==> config.mk <==
export PLATFORM = sky130hd
export DESIGN_NAME = alu_vector_recorder
export DESIGN_NICKNAME = d
export VERILOG_FILES = /design/src/rtl/alu_rec_pkg.sv /design/src/rtl/alu_rec_store.sv /design/src/rtl/alu_vector_recorder.sv
export SDC_FILE = /design/constraint.sdc
export NUM_CORES = 2
export LEC_CHECK = 0
export CORE_ASPECT_RATIO = 1.4
export CORE_MARGIN = 10
export CORE_UTILIZATION = 65
export DETAILED_ROUTE_END_ITERATION = 16
export PLACE_DENSITY_LB_ADDON = 0.2
export SETUP_SLACK_MARGIN = 0.02
export SLEW_MARGIN = 20
export SYNTH_ARGS = -nofsm -noshare
export SYNTH_HDL_FRONTEND = slang
export SYNTH_SLANG_ARGS = --single-unit
==> constraint.sdc <==
create_clock -name Clock -period 18.15 [get_ports Clock]
set_input_delay 1.815 -clock Clock [delete_from_list [all_inputs] [get_ports Clock]]
set_output_delay 1.815 -clock Clock [all_outputs]
set_load 0.03 [all_outputs]
==> src/rtl/alu_rec_pkg.sv <==
// Shared definitions for the ALU vector recorder: record layout, FSM encoding and record packing.
// The record format matches the 108-bit vectors consumed by the ALU test bench.
package alu_rec_pkg;

  localparam int unsigned REC_W  = 108;
  localparam int unsigned OP_MSB = 107;
  localparam int unsigned FN_MSB = 101;
  localparam int unsigned A_MSB  = 95;
  localparam int unsigned B_MSB  = 63;

  typedef enum logic [1:0] {
    IDLE    = 2'd0,
    CAPTURE = 2'd1,
    FROZEN  = 2'd2
  } rec_state_e;

  function automatic logic [REC_W-1:0] pack_record(input logic [5:0]  op,
                                                   input logic [5:0]  fn,
                                                   input logic [31:0] a,
                                                   input logic [31:0] b,
                                                   input logic [31:0] res);
    logic [REC_W-1:0] rec;
    rec                = '0;
    rec[OP_MSB -: 6]   = op;
    rec[FN_MSB -: 6]   = fn;
    rec[A_MSB -: 32]   = a;
    rec[B_MSB -: 32]   = b;
    rec[31:0]          = res;
    return rec;
  endfunction

endpackage

==> src/rtl/alu_rec_store.sv <==
// Circular record store: DEPTH x REC_W register array, wrapping pointers and occupancy count.
// A write while full overwrites the oldest entry by advancing the read pointer as well.
module alu_rec_store
  import alu_rec_pkg::*;
#(
  parameter int unsigned DEPTH = 32
) (
  input  logic                       i_clk,
  input  logic                       i_rst_n,
  input  logic                       i_wr,
  input  logic                       i_rd,
  input  logic [REC_W-1:0]           i_data,
  output logic [REC_W-1:0]           o_data,
  output logic [$clog2(DEPTH+1)-1:0] o_count,
  output logic                       o_full,
  output logic                       o_empty
);

  localparam int unsigned PTRW = $clog2(DEPTH);
  localparam int unsigned CNTW = $clog2(DEPTH+1);

  logic [REC_W-1:0] r_mem [DEPTH];
  logic [PTRW-1:0]  r_wptr;
  logic [PTRW-1:0]  r_rptr;
  logic [CNTW-1:0]  r_count;

  logic w_rd;
  logic w_rd_adv;

  assign o_full   = (r_count == CNTW'(DEPTH));
  assign o_empty  = (r_count == '0);
  assign o_count  = r_count;
  assign o_data   = r_mem[r_rptr];
  assign w_rd     = i_rd & ~o_empty;
  // Overwrite on full drops the oldest record; a concurrent read still advances only once.
  assign w_rd_adv = w_rd | (i_wr & o_full);

  always_ff @(posedge i_clk) begin
    if (i_wr) begin
      r_mem[r_wptr] <= i_data;
    end
  end

  always_ff @(posedge i_clk) begin
    if (!i_rst_n) begin
      r_wptr  <= '0;
      r_rptr  <= '0;
      r_count <= '0;
    end else begin
      if (i_wr) begin
        r_wptr <= r_wptr + PTRW'(1);
      end
      if (w_rd_adv) begin
        r_rptr <= r_rptr + PTRW'(1);
      end
      unique case ({i_wr, w_rd_adv})
        2'b10:   r_count <= r_count + CNTW'(1);
        2'b01:   r_count <= r_count - CNTW'(1);
        default: r_count <= r_count;
      endcase
    end
  end

endmodule

==> src/rtl/alu_vector_recorder.sv <==
// ALU vector recorder top: capture FSM, record packing and saturating drop counter.
// Define ALU_REC_WRAP_EN to overwrite the oldest record when full instead of freezing.
module alu_vector_recorder
  import alu_rec_pkg::*;
#(
  parameter int unsigned DEPTH = 32,
  parameter int unsigned DROPW = 16
) (
  input  logic                       Clock,
  input  logic                       Reset_n,
  input  logic                       Arm,
  input  logic                       Stop,
  input  logic                       InValid,
  input  logic [5:0]                 Opcode,
  input  logic [5:0]                 Funct,
  input  logic [31:0]                A,
  input  logic [31:0]                B,
  input  logic [31:0]                Result,
  output logic                       OutValid,
  input  logic                       OutReady,
  output logic [REC_W-1:0]           OutRecord,
  output logic [$clog2(DEPTH+1)-1:0] Count,
  output logic                       Full,
  output logic                       Empty,
  output logic                       Capturing,
  output logic [DROPW-1:0]           DropCount
);

  localparam int unsigned CNTW = $clog2(DEPTH+1);

  rec_state_e       r_state;
  rec_state_e       w_state_d;
  logic [DROPW-1:0] r_drop;
  logic             w_wr;
  logic             w_rd;
  logic             w_drop;
  logic [REC_W-1:0] w_rec;

  assign w_rec     = pack_record(Opcode, Funct, A, B, Result);
  assign OutValid  = ~Empty;
  assign w_rd      = OutValid & OutReady;
  assign Capturing = (r_state == CAPTURE);
  assign DropCount = r_drop;

`ifdef ALU_REC_WRAP_EN
  assign w_wr   = Capturing & InValid;
  assign w_drop = w_wr & Full;
`else
  assign w_wr   = Capturing & InValid & ~Full;
  assign w_drop = (r_state == FROZEN) & InValid;
`endif

  alu_rec_store #(
    .DEPTH (DEPTH)
  ) u_store (
    .i_clk   (Clock),
    .i_rst_n (Reset_n),
    .i_wr    (w_wr),
    .i_rd    (w_rd),
    .i_data  (w_rec),
    .o_data  (OutRecord),
    .o_count (Count),
    .o_full  (Full),
    .o_empty (Empty)
  );

  always_comb begin
    w_state_d = r_state;
    unique case (r_state)
      IDLE: begin
        if (Arm) w_state_d = CAPTURE;
      end
      CAPTURE: begin
        if (Stop) begin
          w_state_d = IDLE;
`ifndef ALU_REC_WRAP_EN
        end else if (w_wr && !w_rd && (Count == CNTW'(DEPTH - 1))) begin
          w_state_d = FROZEN;
`endif
        end
      end
      FROZEN: begin
        if (w_rd && (Count == CNTW'(1))) w_state_d = IDLE;
      end
      default: w_state_d = IDLE;
    endcase
  end

  always_ff @(posedge Clock) begin
    if (!Reset_n) begin
      r_state <= IDLE;
      r_drop  <= '0;
    end else begin
      r_state <= w_state_d;
      if (w_drop && (r_drop != {DROPW{1'b1}})) begin
        r_drop <= r_drop + DROPW'(1);
      end
    end
  end

endmodule

# == Word-level counts from Yosys, hierarchy flattened ==
# Memories as Yosys holds them, arrays and structs flattened. A register that Yosys moved wholly into a read port is not among the register bits.
# Cells that the tools add are included.
# classes
addsub,5
n_eq_ne,11
muxes,10
bitwise_logic,9
n_reduce_logical,9
# op_table
cell,count
adder 16 x 1 -> 16 bit (second input constant),1
inequality test 16 bit (second input constant),1
case mux 6 bit (2 select lines),1
adder 5 x 1 -> 5 bit (second input constant),2
two-way mux 5 bit,2
two-way mux 2 bit,4
adder 6 x 1 -> 6 bit (second input constant),1
bitwise AND 1 bit,6
equality test 6 x 1 -> 1 bit (second input constant),1
equality test 6 x 5 -> 1 bit (second input constant),1
equality test 6 bit (second input constant),1
zero test 6 bit,1
case mux 2 bit (3 select lines),1
subtractor 6 x 1 -> 6 bit (second input constant),1
equality test 2 x 1 -> 1 bit (second input constant),2
equality test 2 bit (second input constant),2
logical AND 1 bit,4
inequality test 3 x 2 -> 1 bit (second input constant),1
AND reduction 3 bit,1
zero test 2 bit,1
two-way mux 1 bit,2
inequality test 2 x 1 -> 1 bit (second input constant),1
inequality test 2 bit (second input constant),1
NOT 1 bit,2
3 further kinds,3
# totals
ff_bits,34
mem_bits_rw,3456
in_bits,114
output_inout_bits,134
memories,1
# memory_table
name,words,word_bits,read_ports,rd_clocked_by_memory_dff,wr,line_no,source
u_store.r_mem,32,108,1,1,1,alu_rec_store.sv:22,logic [REC_W-1:0] r_mem [DEPTH];

# == Depth between registers and ports, before layout ==
# logic_depth
word_depth,9
ltp_mapped,11

# == Modules after synthesis ==
# A second synthesis with hierarchy kept.
# unflattened
cells_unflattened,5363
hier_area_um2,132955.0
# modules_own_cells
module,instances,cells_each,area_per_inst_um2,seq_area_each_um2
alu_rec_store,1,5250,131989.1,104199.9
alu_vector_recorder,1,113,965.9,360.3

# == Worst setup path after synthesis ==
# Ideal clock, no wire load.
# synth_timing
path_kind,input-to-reg
start,in InValid
end,mem u_store.r_mem[21][0] (enable)
setup_time_ns,0.576
t_arrival_ns,7.061
path_slack_ns,10.513
cell_stages,4
path_buffers,0
cell_sequence,nand3b_1 a21oi_1 nand2_1 nor2_1
# synth_via
elab_chain_len,4
# synth_lines
element,line_no,source
"start, declared",alu_vector_recorder.sv:13,"input logic InValid,"
bitwise AND 1 bit (2 in series),alu_vector_recorder.sv:49,assign w_wr = Capturing & InValid & ~Full;
two-way mux 1 bit,alu_rec_store.sv:39,if (i_wr) begin
two-way mux 1 bit (implied by the code),alu_rec_store.sv:40,r_mem[r_wptr] <= i_data;
"end, declared",alu_rec_store.sv:22,
# No other way between the ends.

==> impl_metrics.ini <==
[sta]
rsz0062_at_grt = false
drv_slew = 0
hold_viol_final = 0
final.setup.tns_ps = 0
period_needed_ps = 8640
min_period_over_period = 0.476
fmax_mhz = 116
tightest_slew_ps = 1150
fin_skew_ps = 37.3
finalSetupViolCount = 0
max_slew_margin = 0.233

[global_route]
antenna_found_initial = 24
grt_util_all_layers = 0.288
grt_overflow = 0
first_global_vias = 66425
grt_max_degree = 129
grt_pass1_wl_mm = 469

[routing]
dr_wl_met2_mm = 163
vias = 65827
routed_wl_mm = 325
dr.pass1.iters = 6
via_per_inst = 7.04
met1_length_mm = 118
route.detailed.drc = 0
drt_iter0_markers = 8527
wl_met3_mm = 34.4
detail-route-antenna-nets = 0
wl_per_cell_um = 34.8
top_layer_used = met5

[clocking]
cts_max_level = 5
ctsHoldBuffers = 0
cts_buffers = 310
cts_sinks = 3495
cts_tree = built
root_buffer = clkbuf_16
post_cts_resized = 0
cts_setup_buffers = 0
clk_path_buf_depth = 4
insertion_delay_ps = 850
cts.clk_slew.worst_paths_ps = 60

[layout]
layout_common_cells = edfxtp_1 (3456), mux2i_1 (766), mux4_2 (528), clkbuf_16 (321), clkdlybuf4s50_1 (236)
drive_above_1_share = 0.192
final_common_cell = edfxtp_1
area_growth_pct = 11.2
nNetsFinal = 6576
fillers = 11311
utilization = 0.727

[yosys]
synthArstFlopShare = 0
synth_edf_count = 3456
synth_cell_types = 67
yosysWarnings = 0
ys.flop_type = edfxtp_1
synth_seq_area_share = 0.785
syn_area_um2 = 133000
ys_ff_latch = 3495
synth.avg_cell_area_um2 = 21.9
postSynthCellCount = 6096
synth_nets = 6220

[place]
gp_congestion = 0.781
hpwl_mm = 158
place.port_buffers = 247

[die]
pin_count = 248
core_um2 = 204000
dieWidth_um = 403
die_area_um2 = 224000
fp-row-count = 196
initial_core_util = 0.654
die_height_um = 556

[status]
status = finished, final reports clean

[power_and_ir_drop]
irDropWorstVdd_uv = 131
power_density_nw_per_um2 = 116
leakage_nw = 43.5

[worst_setup_path]
required_ps = 16330
cp-start-kind = flip-flop
cp-end-kind = output port
slowest_stage = buf_4
worstPathMaxFanout = 60
path_cells = buf_4 > buf_4 > buf_4 > buf_4 > mux2i_1 > a22oi_1 > nand4_1 > a211oi_2 > clkdlybuf4s50_1
crit_arrival_ps = 6820
cpPeakStageDelay_ps = 910
cp_common_cell = buf_4
critPathKind = reg -> out

[run]
cap_violations = 0

[min_path]
min_path_type = reg -> reg
[worst max-delay path, delay by kind of cell (launching register included)]
kind	cells	cell delay, ps
flops	1	710
simple gates	1	230
buf+inv	5	4080
compound gates	2	550
mux	1	190
[final timing paths]
| path | startpoint | to | slack, ps | cells past startpoint |
|---|---|---|---|---|
| hold reg to reg | DropCount[6] | DropCount[6] | 510 | 2 |
| hold / removal | DropCount[6] | DropCount[6] | 510 | 2 |
| setup / recovery | flip-flop | OutRecord[47] | 9510 | 9 |
| setup reg to reg | u_store.o_count[0] | u_store.r_mem[14][63] | 12790 | 8 |
[report_power, final]
group	total, mW	internal (mW)	switching, mW
registers	8.93	8.89	0.0379
clock network	6.30	3.50	2.80
logic	1.93	0.931	0.997
total	17.2	13.3	3.84
[sequential cells by signal (all words and copies together) (netlist names), named ones only]
name	cells
u_store.r_rptr	5
DropCount	16
u_store.r_mem	3456
u_store.o_count	6
u_store.r_wptr	5
r_state	2
[layout make-up]
class	instances	area, um2	share of cell area
Clock inverter	159	1280	0.00864
Multi-Input combinational cell	2247	26900	0.182
Timing Repair Buffer	388	3720	0.0251
Clock buffer	375	8240	0.0556
Inverter	10	37.5	0.000253
Sequential cell	3495	105000	0.706
Tap cell	2673	3340	0.0226
Antenna cell	3	7.51	0.0000507
[layer usage]
metal / track usage / vias to the layer above
li1: - / 26492
met3: 0.0599 / 649
met5: 0 / -
met4: 0.0786 / 42
met1: 0.395 / 34608
met2: 0.478 / 4036
[synthesized netlist by cell type, drive strengths merged (3+ instances only)]
cell | n | area share
xnor2 | 6 | 0.00039
inv | 9 | 0.00025
nand3 | 7 | 0.00026
nand4 | 70 | 0.0033
a211oi | 64 | 0.0059
o22a | 5 | 0.00033
dfxtp | 39 | 0.0059
nor3 | 27 | 0.0010
or3b | 7 | 0.00046
or2 | 14 | 0.00066
or4 | 5 | 0.00028
nand2 | 25 | 0.00070
edfxtp | 3456 | 0.78
nor4 | 25 | 0.0012
and2 | 4 | 0.00019
o21a | 3 | 0.00017
o22ai | 233 | 0.011
or3 | 6 | 0.00028
nor2 | 52 | 0.0015
mux2i | 766 | 0.058
a22oi | 264 | 0.017
clkbuf | 72 | 0.0020
xor2 | 6 | 0.00039
buf | 272 | 0.013
and4b | 4 | 0.00030
nand2b | 5 | 0.00023
mux4 | 528 | 0.089
o221ai | 5 | 0.00033
o211ai | 25 | 0.0014
nor4b | 4 | 0.00031
nand4b | 5 | 0.00033
o221a | 9 | 0.00076
o31ai | 5 | 0.00028
and4 | 3 | 0.00020
nand4bb | 4 | 0.00034
ha | 10 | 0.00094
o21ai | 4 | 0.00015
a21oi | 16 | 0.00060
nand3b | 9 | 0.00051
[kinds of logic (layout without fill, tap and decap cells)]
| group | after synthesis | after routing | synth area share |
|---|---|---|---|
| muxes | 1294 | 1294 | 0.147 |
| adders and majority gates | 10 | 10 | 0.000939 |
| and+or+nand+nor | 289 | 289 | 0.0129 |
| AOI/OAI and AO/OA | 642 | 642 | 0.0385 |
| xor gates and xnor gates | 12 | 12 | 0.000789 |
| buffers and inverters | 354 | 932 | 0.0157 |
| other | 0 | 3 | 0 |
| DFF | 3495 | 3495 | 0.785 |
[per-stage QoR]
stage	cells	hold slack, ps	total power, mW	setup slack, ps	instance area (um2)
floorplan	6096	485	10.6	10510	133000
finish	9350	510	17.2	9510	148000
detailed placement	8811	504	11.1	10240	139000
global route	9348	536	17.7	9210	148000
global placement	8809	478	11.0	10310	139000
CTS	9345	515	17.3	9200	148000
No activity file was read; power rests on OpenSTA's default activity.
